--- src/rtl/uart_frame_pkg.sv ---
// Shared constants for the 18-byte UART command protocol of the ECP5 coprocessor:
// frame geometry, command characters and the master FSM encoding.
package uart_frame_pkg;

    localparam int FRAME_BYTES  = 18;
    localparam int PAYLOAD_BITS = 128;
    localparam int FRAME_BITS   = FRAME_BYTES * 8;

    localparam logic [7:0] OP_TEST     = 8'h41; // "A"
    localparam logic [7:0] OP_READ_CT  = 8'h40; // "@"
    localparam logic [7:0] OP_READ_KEY = 8'h61; // "a"
    localparam logic [7:0] OP_READ_PT  = 8'h62; // "b"
    localparam logic [7:0] OP_WR_KEY   = 8'h43; // "C"
    localparam logic [7:0] OP_WR_PT    = 8'h44; // "D"
    localparam logic [7:0] OP_ENC      = 8'h45; // "E"

    localparam logic [1:0] ST_IDLE     = 2'd0;
    localparam logic [1:0] ST_SEND     = 2'd1;
    localparam logic [1:0] ST_WAIT_RSP = 2'd2;
    localparam logic [1:0] ST_FINISH   = 2'd3;

    // The opcode is repeated as the trailing byte so the coprocessor can detect framing slips.
    function automatic logic [FRAME_BITS-1:0] build_frame(
        input logic [7:0]              op,
        input logic [PAYLOAD_BITS-1:0] payload
    );
        return {op, payload, op};
    endfunction

endpackage

--- src/rtl/uart_frame_master.sv ---
// Host-side initiator: serialises one {op, payload, op} frame per request over a byte UART
// and optionally collects the 18-byte reply, flagging an inter-byte timeout.
module uart_frame_master #(
    parameter int FRAME_BYTES    = uart_frame_pkg::FRAME_BYTES,
    parameter int TIMEOUT_CYCLES = 1_000_000
) (
    input  logic                                   clk,
    input  logic                                   reset,
    input  logic                                   cmd_valid,
    output logic                                   cmd_ready,
    input  logic [7:0]                             cmd_op,
    input  logic [uart_frame_pkg::PAYLOAD_BITS-1:0] cmd_payload,
    input  logic                                   cmd_expect_rsp,
    output logic [7:0]                             tx_data,
    output logic                                   tx_valid,
    input  logic                                   tx_ready,
    input  logic [7:0]                             rx_data,
    input  logic                                   rx_valid,
    output logic                                   done,
    output logic                                   timeout,
    output logic [FRAME_BYTES*8-1:0]               rsp_data,
    output logic                                   busy
);
    import uart_frame_pkg::*;

    localparam int FRAME_W = FRAME_BYTES * 8;
    localparam int IDX_W   = $clog2(FRAME_BYTES);
    localparam int CNT_W   = $clog2(TIMEOUT_CYCLES + 1);

    localparam logic [IDX_W-1:0] LAST_IDX = IDX_W'(FRAME_BYTES - 1);
    localparam logic [CNT_W-1:0] CNT_LOAD = CNT_W'(TIMEOUT_CYCLES);

    logic [1:0]         state_q,   state_d;
    logic [FRAME_W-1:0] frame_q,   frame_d;
    logic [IDX_W-1:0]   tx_idx_q,  tx_idx_d;
    logic               expect_q,  expect_d;
    logic [FRAME_W-1:0] rsp_q,     rsp_d;
    logic [IDX_W-1:0]   rx_idx_q,  rx_idx_d;
    logic [CNT_W-1:0]   cnt_q,     cnt_d;
    logic               timeout_q, timeout_d;

    always_comb begin
        state_d   = state_q;
        frame_d   = frame_q;
        tx_idx_d  = tx_idx_q;
        expect_d  = expect_q;
        rsp_d     = rsp_q;
        rx_idx_d  = rx_idx_q;
        cnt_d     = cnt_q;
        timeout_d = timeout_q;

        case (state_q)
            ST_IDLE: begin
                if (cmd_valid) begin
                    frame_d   = build_frame(cmd_op, cmd_payload);
                    expect_d  = cmd_expect_rsp;
                    tx_idx_d  = '0;
                    timeout_d = 1'b0;
                    state_d   = ST_SEND;
                end
            end

            ST_SEND: begin
                if (tx_ready) begin
                    frame_d  = {frame_q[FRAME_W-9:0], 8'h00};
                    tx_idx_d = tx_idx_q + IDX_W'(1);
                    if (tx_idx_q == LAST_IDX) begin
                        if (expect_q) begin
                            rsp_d    = '0;
                            rx_idx_d = '0;
                            cnt_d    = CNT_LOAD;
                            state_d  = ST_WAIT_RSP;
                        end else begin
                            state_d  = ST_FINISH;
                        end
                    end
                end
            end

            ST_WAIT_RSP: begin
                // A byte landing in the counter-zero cycle still counts; it takes priority.
                if (rx_valid) begin
                    for (int b = 0; b < FRAME_BYTES; b++) begin
                        if (rx_idx_q == IDX_W'(b)) begin
                            rsp_d[FRAME_W-1-8*b -: 8] = rx_data;
                        end
                    end
                    rx_idx_d = rx_idx_q + IDX_W'(1);
                    cnt_d    = CNT_LOAD;
                    if (rx_idx_q == LAST_IDX) begin
                        timeout_d = 1'b0;
                        state_d   = ST_FINISH;
                    end
                end else if (cnt_q == '0) begin
                    timeout_d = 1'b1;
                    state_d   = ST_FINISH;
                end else begin
                    cnt_d = cnt_q - CNT_W'(1);
                end
            end

            ST_FINISH: begin
                state_d = ST_IDLE;
            end

            default: begin
                state_d = ST_IDLE;
            end
        endcase
    end

    always_ff @(posedge clk) begin
        if (reset) begin
            state_q   <= ST_IDLE;
            frame_q   <= '0;
            tx_idx_q  <= '0;
            expect_q  <= 1'b0;
            rsp_q     <= '0;
            rx_idx_q  <= '0;
            cnt_q     <= '0;
            timeout_q <= 1'b0;
        end else begin
            state_q   <= state_d;
            frame_q   <= frame_d;
            tx_idx_q  <= tx_idx_d;
            expect_q  <= expect_d;
            rsp_q     <= rsp_d;
            rx_idx_q  <= rx_idx_d;
            cnt_q     <= cnt_d;
            timeout_q <= timeout_d;
        end
    end

    // All handshake outputs decode the state register only, so nothing is combinational from inputs.
    assign cmd_ready = (state_q == ST_IDLE);
    assign busy      = (state_q != ST_IDLE);
    assign tx_valid  = (state_q == ST_SEND);
    assign tx_data   = (state_q == ST_SEND) ? frame_q[FRAME_W-1 -: 8] : 8'h00;
    assign done      = (state_q == ST_FINISH);
    assign timeout   = timeout_q;
    assign rsp_data  = rsp_q;

endmodule
--- config.mk ---
export PLATFORM = sky130hd
export DESIGN_NAME = uart_frame_master
export DESIGN_NICKNAME = d
export VERILOG_FILES = /design/src/rtl/uart_frame_pkg.sv /design/src/rtl/uart_frame_master.sv
export SDC_FILE = /design/constraint.sdc
export NUM_CORES = 1
export LEC_CHECK = 0
export ABC_AREA = 0
export BUFFER_PORTS_ARGS = -buffer_cell sky130_fd_sc_hd__buf_2
export CAP_MARGIN = 15
export CORE_UTILIZATION = 30
export CTS_CLUSTER_SIZE = 20
export DETAILED_ROUTE_END_ITERATION = 10
export PLACE_DENSITY_LB_ADDON = 0.12
export SYNTH_ARGS = -nofsm -noshare
export SYNTH_HDL_FRONTEND = slang
export SYNTH_SLANG_ARGS = --single-unit
--- constraint.sdc ---
create_clock -name clk -period 4.7 [get_ports clk]
set_input_delay 0.94 -clock clk [delete_from_list [all_inputs] [get_ports clk]]
set_output_delay 0.94 -clock clk [all_outputs]
set_load 0.02 [all_outputs]
Yosys cells after proc, flatten, opt, wreduce, memory -nomap -nowiden:

Cells that the tools add are included.
W data, S select, Z words.

* $add $sub $neg: 3
* equality and inequality tests: 47
* multiplexer cells: 54
* reductions and logical operators: 31

Operator list (count)
* $mux W144: 6
* $pmux W144 S2: 2
* $mux W8: 19
* $reduce_and A6 Y1: 18
* $mux W20: 5
* $eq A5 B4 Y1 const B: 8
* $ne A2 B2 Y1 const B: 20
* $pmux W20 S2: 1
* $mux W5: 6
* $eq A5 B3 Y1 const B: 4
* $logic_not A20 Y1: 1
* $pmux W5 S2: 2
* $sub A20 B1 Y20 const B: 1
* $eq A5 B5 Y1 const B: 3
* $reduce_and A5 Y1: 3
* $mux W2: 6
* $add A5 B1 Y5 const B: 2
* $eq A5 B2 Y1 const B: 2
* $ne A3 B3 Y1 const B: 3
* $pmux W2 S4: 1
* $reduce_bool A2 Y1: 4
* $ne A2 B1 Y1 const B: 3
* $eq A5 B1 Y1 const B: 1
* $logic_not A5 Y1: 1
* other kinds (8): 13

* bits in registers: 322
* output and inout port bits: 157
* logic and storage cells: 160

Logic depth before layout (Yosys ltp):

Gate-level depths: netlist (run 1).

* depth after elaboration: 4
* mapped depth: 9
* depth with buffers taken out: 7

Worst setup path after synthesis (run 1):

No wires, ideal clock.

* path type: register -> output
* start point: reg state_q[1]
* end point: out tx_data[0]
* arrival time: 1.782 ns
* required time: 3.760 ns
* path slack: 1.978 ns
* cell stages (with the launch flop): 7
* buffers on the path: 3
* cells stage by stage: dfxtp_1 inv_1 ha_1 clkbuf_1 clkbuf_1 clkbuf_1 and2_1

* cells in the longest elaborated chain, start to end: 2

Ends and longest elaborated chain
* from (decl): line uart_frame_master.sv:33 `logic [1:0] state_q, state_d;`
* from (signal assigned): line uart_frame_master.sv:123 `state_q <= state_d;`
* $eq A2 B1 Y1
* via tx_valid: line uart_frame_master.sv:15 `output logic tx_valid,`
* $mux W8: line uart_frame_master.sv:138 `assign tx_data = (state_q == ST_SEND) ? frame_q[FRAME_W-1 -: 8] : 8'h00;`
* to (decl): line uart_frame_master.sv:14 `output logic [7:0] tx_data,`

The timed path passes the listed nets, and every way through them passes these cells.

Worst setup path in the final report (run 1):

* start point: reg state_q[0]
* end point: out tx_data[4]

* cells in the longest elaborated chain, start to end: 2

Ends and longest elaborated chain (line)
* $eq A2 B1 Y1: uart_frame_master.sv:138
* $mux W8: uart_frame_master.sv:138

No other way between the ends.

==> out/results.txt, run 1 <==
Sink Count: 322
Hold Crit Class: flop to flop
Worst setup path start: state_q[0]
Post-synth EDFFs: 0
Yosys reg bits: 322
Grt total ovfl: 0
TritonCTS clock tree: done
Hold Violations, Final: 0
Ys Warns: 0
Period utilization: 62.8%
Gr usage total: 17.0%
Die W: 214 um
Worst path required time: 3.76 ns
Main combinational cell family by area after synthesis: multiplexers
Post-Syn Nets: 1560
Asr flop ratio synth: 0%
Worst EP arrival: 2.01 ns
Worst path cell trace: ha_4, and2_1, buf_2
Peak supply drop: 509 uV
First-iteration detailed-routing DRC count: 531
Final setup fails: 0
Layout area overhead: 24.9%
Initial DRT Pass Iterations: 5
Power share of the clock group: 26.8%
Mapped Area: 13400 um^2
Slowest stage cell on the critical path: ha_4
Share of cells above drive strength 1: 23.9%
Status: finished, final reports clean
Number of global-route vias before repair: 10293
Synth Area in Compound Gates: 11.9%
Worst path max stage delay: 0.60 ns
Sw Ratio: 38.3%
Post_cts resized: 0
Internal Power: 0.00735 W
Flop pwr share: 33.6%
Die ar.: 45700 um^2
First-pass GRT wire length: 60000 um
Crit path capture type: output pin
Crit Path Max Fanout: 43
IO Pins: 307
Clk root buf: clkbuf_16
Hold path startpoint: cnt_q[13]
Minimum clock period: 2.95 ns
Mux cell area share after synthesis: 20.5%
Post-Synth Adder-Cell Area: 1.21%
Combinational power share: 39.6%
DR WL/cell: 17.4 um
Most frequent cells in the layout: 322 x dfxtp_1, 305 x buf_2, 303 x nor2_1, 274 x mux2i_1, 136 x a211oi_1
Initial antenna violation count: 18
Normalized max-slew margin: 23.5%
Max Root-Sink Buffers: 3
RSZ-0062 raised after global routing: false
Simple-gate area share of the yosys netlist: 14.2%
Initial Utilization: 30.4%
Crit start category: flop
RePlAce Congestion: 0.767
MaxCap Viol Count: 0
Critical path class: flop to output pin
Largest net degree at the start of global routing: 141
Post-Syn Instances: 1397
DRT Wirelength: 39600 um
Vias per cell: 4.73
Post-CTS Setup Repair Bufs: 0
R2R Path Start: state_q[0]
H-tree Lvls: 2
Final Max Tran Viols: 0
Top FF cell, synth: dfxtp_1
Clock slew at reported path FFs: 0.05 ns
Die Ht: 214 um
Cts hold-fix bufs: 0
Average size of a mapped cell: 9.63 um^2
Sequential element share of the synthesized area: 47.9%
Family with the most delay on the worst path: adder cells
Leakage power: 7.74 nW
Port buffer count: 306
Clk Latency, worst-skew pair: 0.55 ns
Sw Pwr: 0.00455 W
Post-synthesis xor/xnor area fraction: 0.326%
DP HPWL: 26500 um
# rows: 77
Nets@finish: 1801
Pwr dens: 708 nW/um^2
Number of fill cells in the layout: 4493
Core Box Area: 44200 um^2
Most common cell after layout, fill and taps aside: dfxtp_1
Post-route ant nets: 0
Layout Utilization: 38.0%
Vias: 10733
Unique masters post-synth: 52
Clk_skew: 0.0160 ns
Tightest Pin Transition: 1.15 ns
Remaining DRCs: 0
Sum of buffers and inverters on the critical path: 1
Num CTS Buffers: 40
TNS Setup: 0 ns
Achievable frequency: 339 MHz
[power by group through the flow]
stage / Clock [W] / Sequential (W) / Combinational, W
finish: 0.00319 / 0.00399 / 0.00472
global route: 0.00339 / 0.00410 / 0.00523
CTS: 0.00329 / 0.00401 / 0.00477
detailed placement: 0 / 0.00406 / 0.00476
global placement: 0 / 0.00404 / 0.00471
floorplan: 0 / 0.00398 / 0.00369
[state kept, by name (all words and copies together), names as in the netlist]
name / flops
frame_q: 144
rsp_data: 144
cnt_q: 20
rx_idx_q: 5
tx_idx_q: 5
state_q: 2
expect_q: 1
timeout: 1
[final cells by class]
| type | count | area (um^2) | area share (%) |
|---|---|---|---|
| clock inverter | 7 | 118 | 0.700 |
| antenna | 11 | 27.5 | 0.164 |
| clock buffer | 64 | 1250 | 7.46 |
| inverter | 18 | 67.6 | 0.402 |
| sequential | 322 | 6450 | 38.4 |
| timing repair buffer | 313 | 1660 | 9.86 |
| tap | 592 | 741 | 4.41 |
| multi-input combinational | 943 | 6490 | 38.6 |
[layer usage]
layer	GRT usage, %	part of all wire, %
met1	22.2	46
met2	26.6	45
met3	5.40	7.1
met4	4.95	1.8
met5	0	0.24
[worst reg2reg max path: stages (launching register included)]
cell and delay [ns]:
dfxtp_1 0.45, inv_1 0.10, ha_1 0.33, and4_1 0.21, a21o_2 0.49, o311ai_4 0.34
or4_2 0.67, a31oi_1 0.16
[cells by family (layout without fill, tap and decap cells)]
| logic type | Yosys count | after routing |
|---|---|---|
| XOR/XNOR | 5 | 5 |
| buffers and inverters | 132 | 402 |
| flip-flops | 322 | 322 |
| multiplexers | 275 | 275 |
| AO/OA/AOI/OAI | 221 | 221 |
| other | 0 | 11 |
| adder cells (fa/ha/maj) | 13 | 13 |
| AND/OR/NAND/NOR | 429 | 429 |
[worst paths after layout]
path         cells past startpoint  slack (ns)         end
min                              2        0.48   cnt_q[13]
max                              3        1.75  tx_data[4]
max reg2reg                      7        1.87   cnt_q[16]
min reg2reg                      2        0.48   cnt_q[13]
[cell usage after synthesis (6+ instances only)]
| cell | count | share of area, % |
|---|---|---|
| a211oi_1 | 136 | 7.6 |
| a21oi_1 | 19 | 0.71 |
| a22oi_1 | 10 | 0.56 |
| a31oi_1 | 8 | 0.37 |
| and2_1 | 18 | 0.84 |
| buf_1 | 18 | 0.50 |
| clkbuf_1 | 90 | 2.5 |
| dfxtp_1 | 322 | 48 |
| ha_1 | 13 | 1.2 |
| inv_1 | 18 | 0.50 |
| mux2i_1 | 274 | 20 |
| nand2_1 | 8 | 0.22 |
| nand2b_1 | 10 | 0.47 |
| nand3_1 | 23 | 0.86 |
| nor2_1 | 303 | 8.5 |
| nor2b_1 | 10 | 0.47 |
| nor3_1 | 9 | 0.33 |
| o21ai_0 | 21 | 0.78 |
| o31ai_1 | 14 | 0.78 |
| or3_1 | 9 | 0.42 |
| or4_1 | 7 | 0.39 |
| or4_2 | 6 | 0.39 |
[stage by stage]
stage	total power [W]	std cells	cell area [um^2]	hold slack (ns)	setup slack, ns
6_report	0.0119	2270	16800	0.481	1.75
5_1_grt	0.0127	2263	16800	0.509	1.62
4_1_cts	0.0121	2259	16800	0.483	1.67
3_5_place_dp	0.00882	2188	15400	0.476	1.69
3_3_place_gp	0.00876	2188	15400	0.469	1.73
2_1_floorplan	0.00767	1397	13400	0.451	1.98
(Power assumes the default switching activity.)
==> run 2: changes to the inputs <==
clock period = 3.1 ns   (was 4.7 ns; I/O delays follow)
==> run 2 against run 1 <==
  * Sequential cell count stayed put
  * Cell count is 0.70% higher
  * Non-clock buffer count is 16 higher
  * Worst hold slack worse by 0.14 ns
  * Sequential share of layout area is 0.23 points lower
  * First-iteration DRC count is 1.5% higher
  * Design area is 0.60% higher
  * Via count is 0.59% higher
  * Routed wire length is 0.31% higher
  * Highest routed layer unchanged
==> out/results.txt, run 2 (same netlist as run 1, synthesis figures left out) <==
Initial antenna violation count: 21
Die Ht: 214 um
Worst path cell trace: inv_1, ha_1, and4_1, a21o_2, o311ai_4, or4_2, a31oi_1
TNS Setup: 0 ns
Hold Violations, Final: 0
DRT Wirelength: 39700 um
Gr usage total: 17.1%
Worst setup margin: 0.339 ns
Hold Crit Class: primary input to flop
Placed Area: 15500 um^2
Initial Utilization: 30.4%
Crit start category: flop
Post_cts resized: 0
Worst path max stage delay: 0.67 ns
TritonCTS clock tree: done
Port buffer count: 306
Total Power: 0.0181 W
Post-route cell area: 16900 um^2
Max Root-Sink Buffers: 3
Crit path capture type: flop
RePlAce Congestion: 0.758
Family with the most delay on the worst path: compound AO/OA/AOI/OAI gates
Peak supply drop: 647 uV
Post-route ant nets: 0
Sum of buffers and inverters on the critical path: 1
Largest net degree at the start of global routing: 103
Post-CTS Setup Repair Bufs: 0
Period utilization: 89.1%
Vias per cell: 4.72
Minimum clock period: 2.76 ns
Die ar.: 45700 um^2
Core Box Area: 44200 um^2
Slowest stage cell on the critical path: or4_2
Non-filler cells, final: 2286
DP Worst Slack: 0.328 ns
Vias: 10796
RSZ-0062 raised after global routing: false
Critical path class: flop to flop
Status: finished, final reports clean
MaxCap Viol Count: 0
Achievable frequency: 362 MHz
Sink Count: 322
Worst path required time: 3.57 ns
Tightest Pin Transition: 1.20 ns
Die W: 214 um
R2R Path Start: state_q[0]
Worst setup path start: state_q[0]
Initial DRT Pass Iterations: 4
Normalized max-slew margin: 19.7%
Remaining DRCs: 0
Placed cells: 2204
Clk_skew: 0.0155 ns
DR WL/cell: 17.4 um
Final setup fails: 0
DP HPWL: 26700 um
Most common cell after layout, fill and taps aside: dfxtp_1
Clk Latency, worst-skew pair: 0.55 ns
Layout area overhead: 25.7%
Number of fill cells in the layout: 4574
First-pass GRT wire length: 60700 um
# rows: 77
Crit Path Max Fanout: 25
Num CTS Buffers: 39
Leakage power: 7.81 nW
Pwr dens: 1070 nW/um^2
Clock slew at reported path FFs: 0.06 ns
Most frequent cells in the layout: 322 x dfxtp_1, 305 x buf_2, 303 x nor2_1, 274 x mux2i_1, 136 x a211oi_1
Cts hold-fix bufs: 0
Final Max Tran Viols: 0
Share of cells above drive strength 1: 24.7%
Number of global-route vias before repair: 10375
Clk root buf: clkbuf_16
Grt total ovfl: 0
Nets@finish: 1816
Worst EP arrival: 3.23 ns
IO Pins: 307
H-tree Lvls: 2
First-iteration detailed-routing DRC count: 539
Hold path startpoint: cmd_expect_rsp
[run 2: worst min-delay path: stages]
cell,delay [ns]
buf_2,0.09
mux2i_1,0.06
nor2_1,0.07
[run 2: layout make-up]
cell class | count | area, um^2 | share of cell area [%]
antenna | 13 | 32.5 | 0.193
sequential | 322 | 6450 | 38.1
inverter | 18 | 67.6 | 0.400
timing repair buffer | 329 | 1800 | 10.7
clock buffer | 59 | 1200 | 7.12
clock inverter | 10 | 118 | 0.696
multi-input combinational | 943 | 6490 | 38.4
tap | 592 | 741 | 4.38
[run 2: final timing paths]
check	to	slack [ns]	cells after the start
setup / recovery	cnt_q[16]	0.34	7
hold / removal	expect_q	0.34	3
setup reg to reg	cnt_q[16]	0.34	7
hold reg to reg	cnt_q[13]	0.49	2
[run 2: metrics by stage]
stage	util, %	hold slack [ns]
after floorplan	-	0.451
after global placement	35.2	0.471
after detailed placement	35.2	0.481
after CTS	38.1	0.324
after global routing	38.2	0.364
final	38.2	0.345
[run 2: layer usage]
metal,GRT usage [%],wire [um],up-vias
li1,-,-,5492
met1,22.8,18700,5026
met2,26.2,17600,213
met3,5.68,2780,51
met4,4.78,593,14
met5,0,84,-
[run 2: report_power, final]
part | switching [W] | leakage (nW) | total (W) | internal, W
registers | 0.000698 | 2.63 | 0.00604 | 0.00535
clock network | 0.00182 | 0.653 | 0.00466 | 0.00284
logic | 0.00444 | 4.52 | 0.00737 | 0.00293
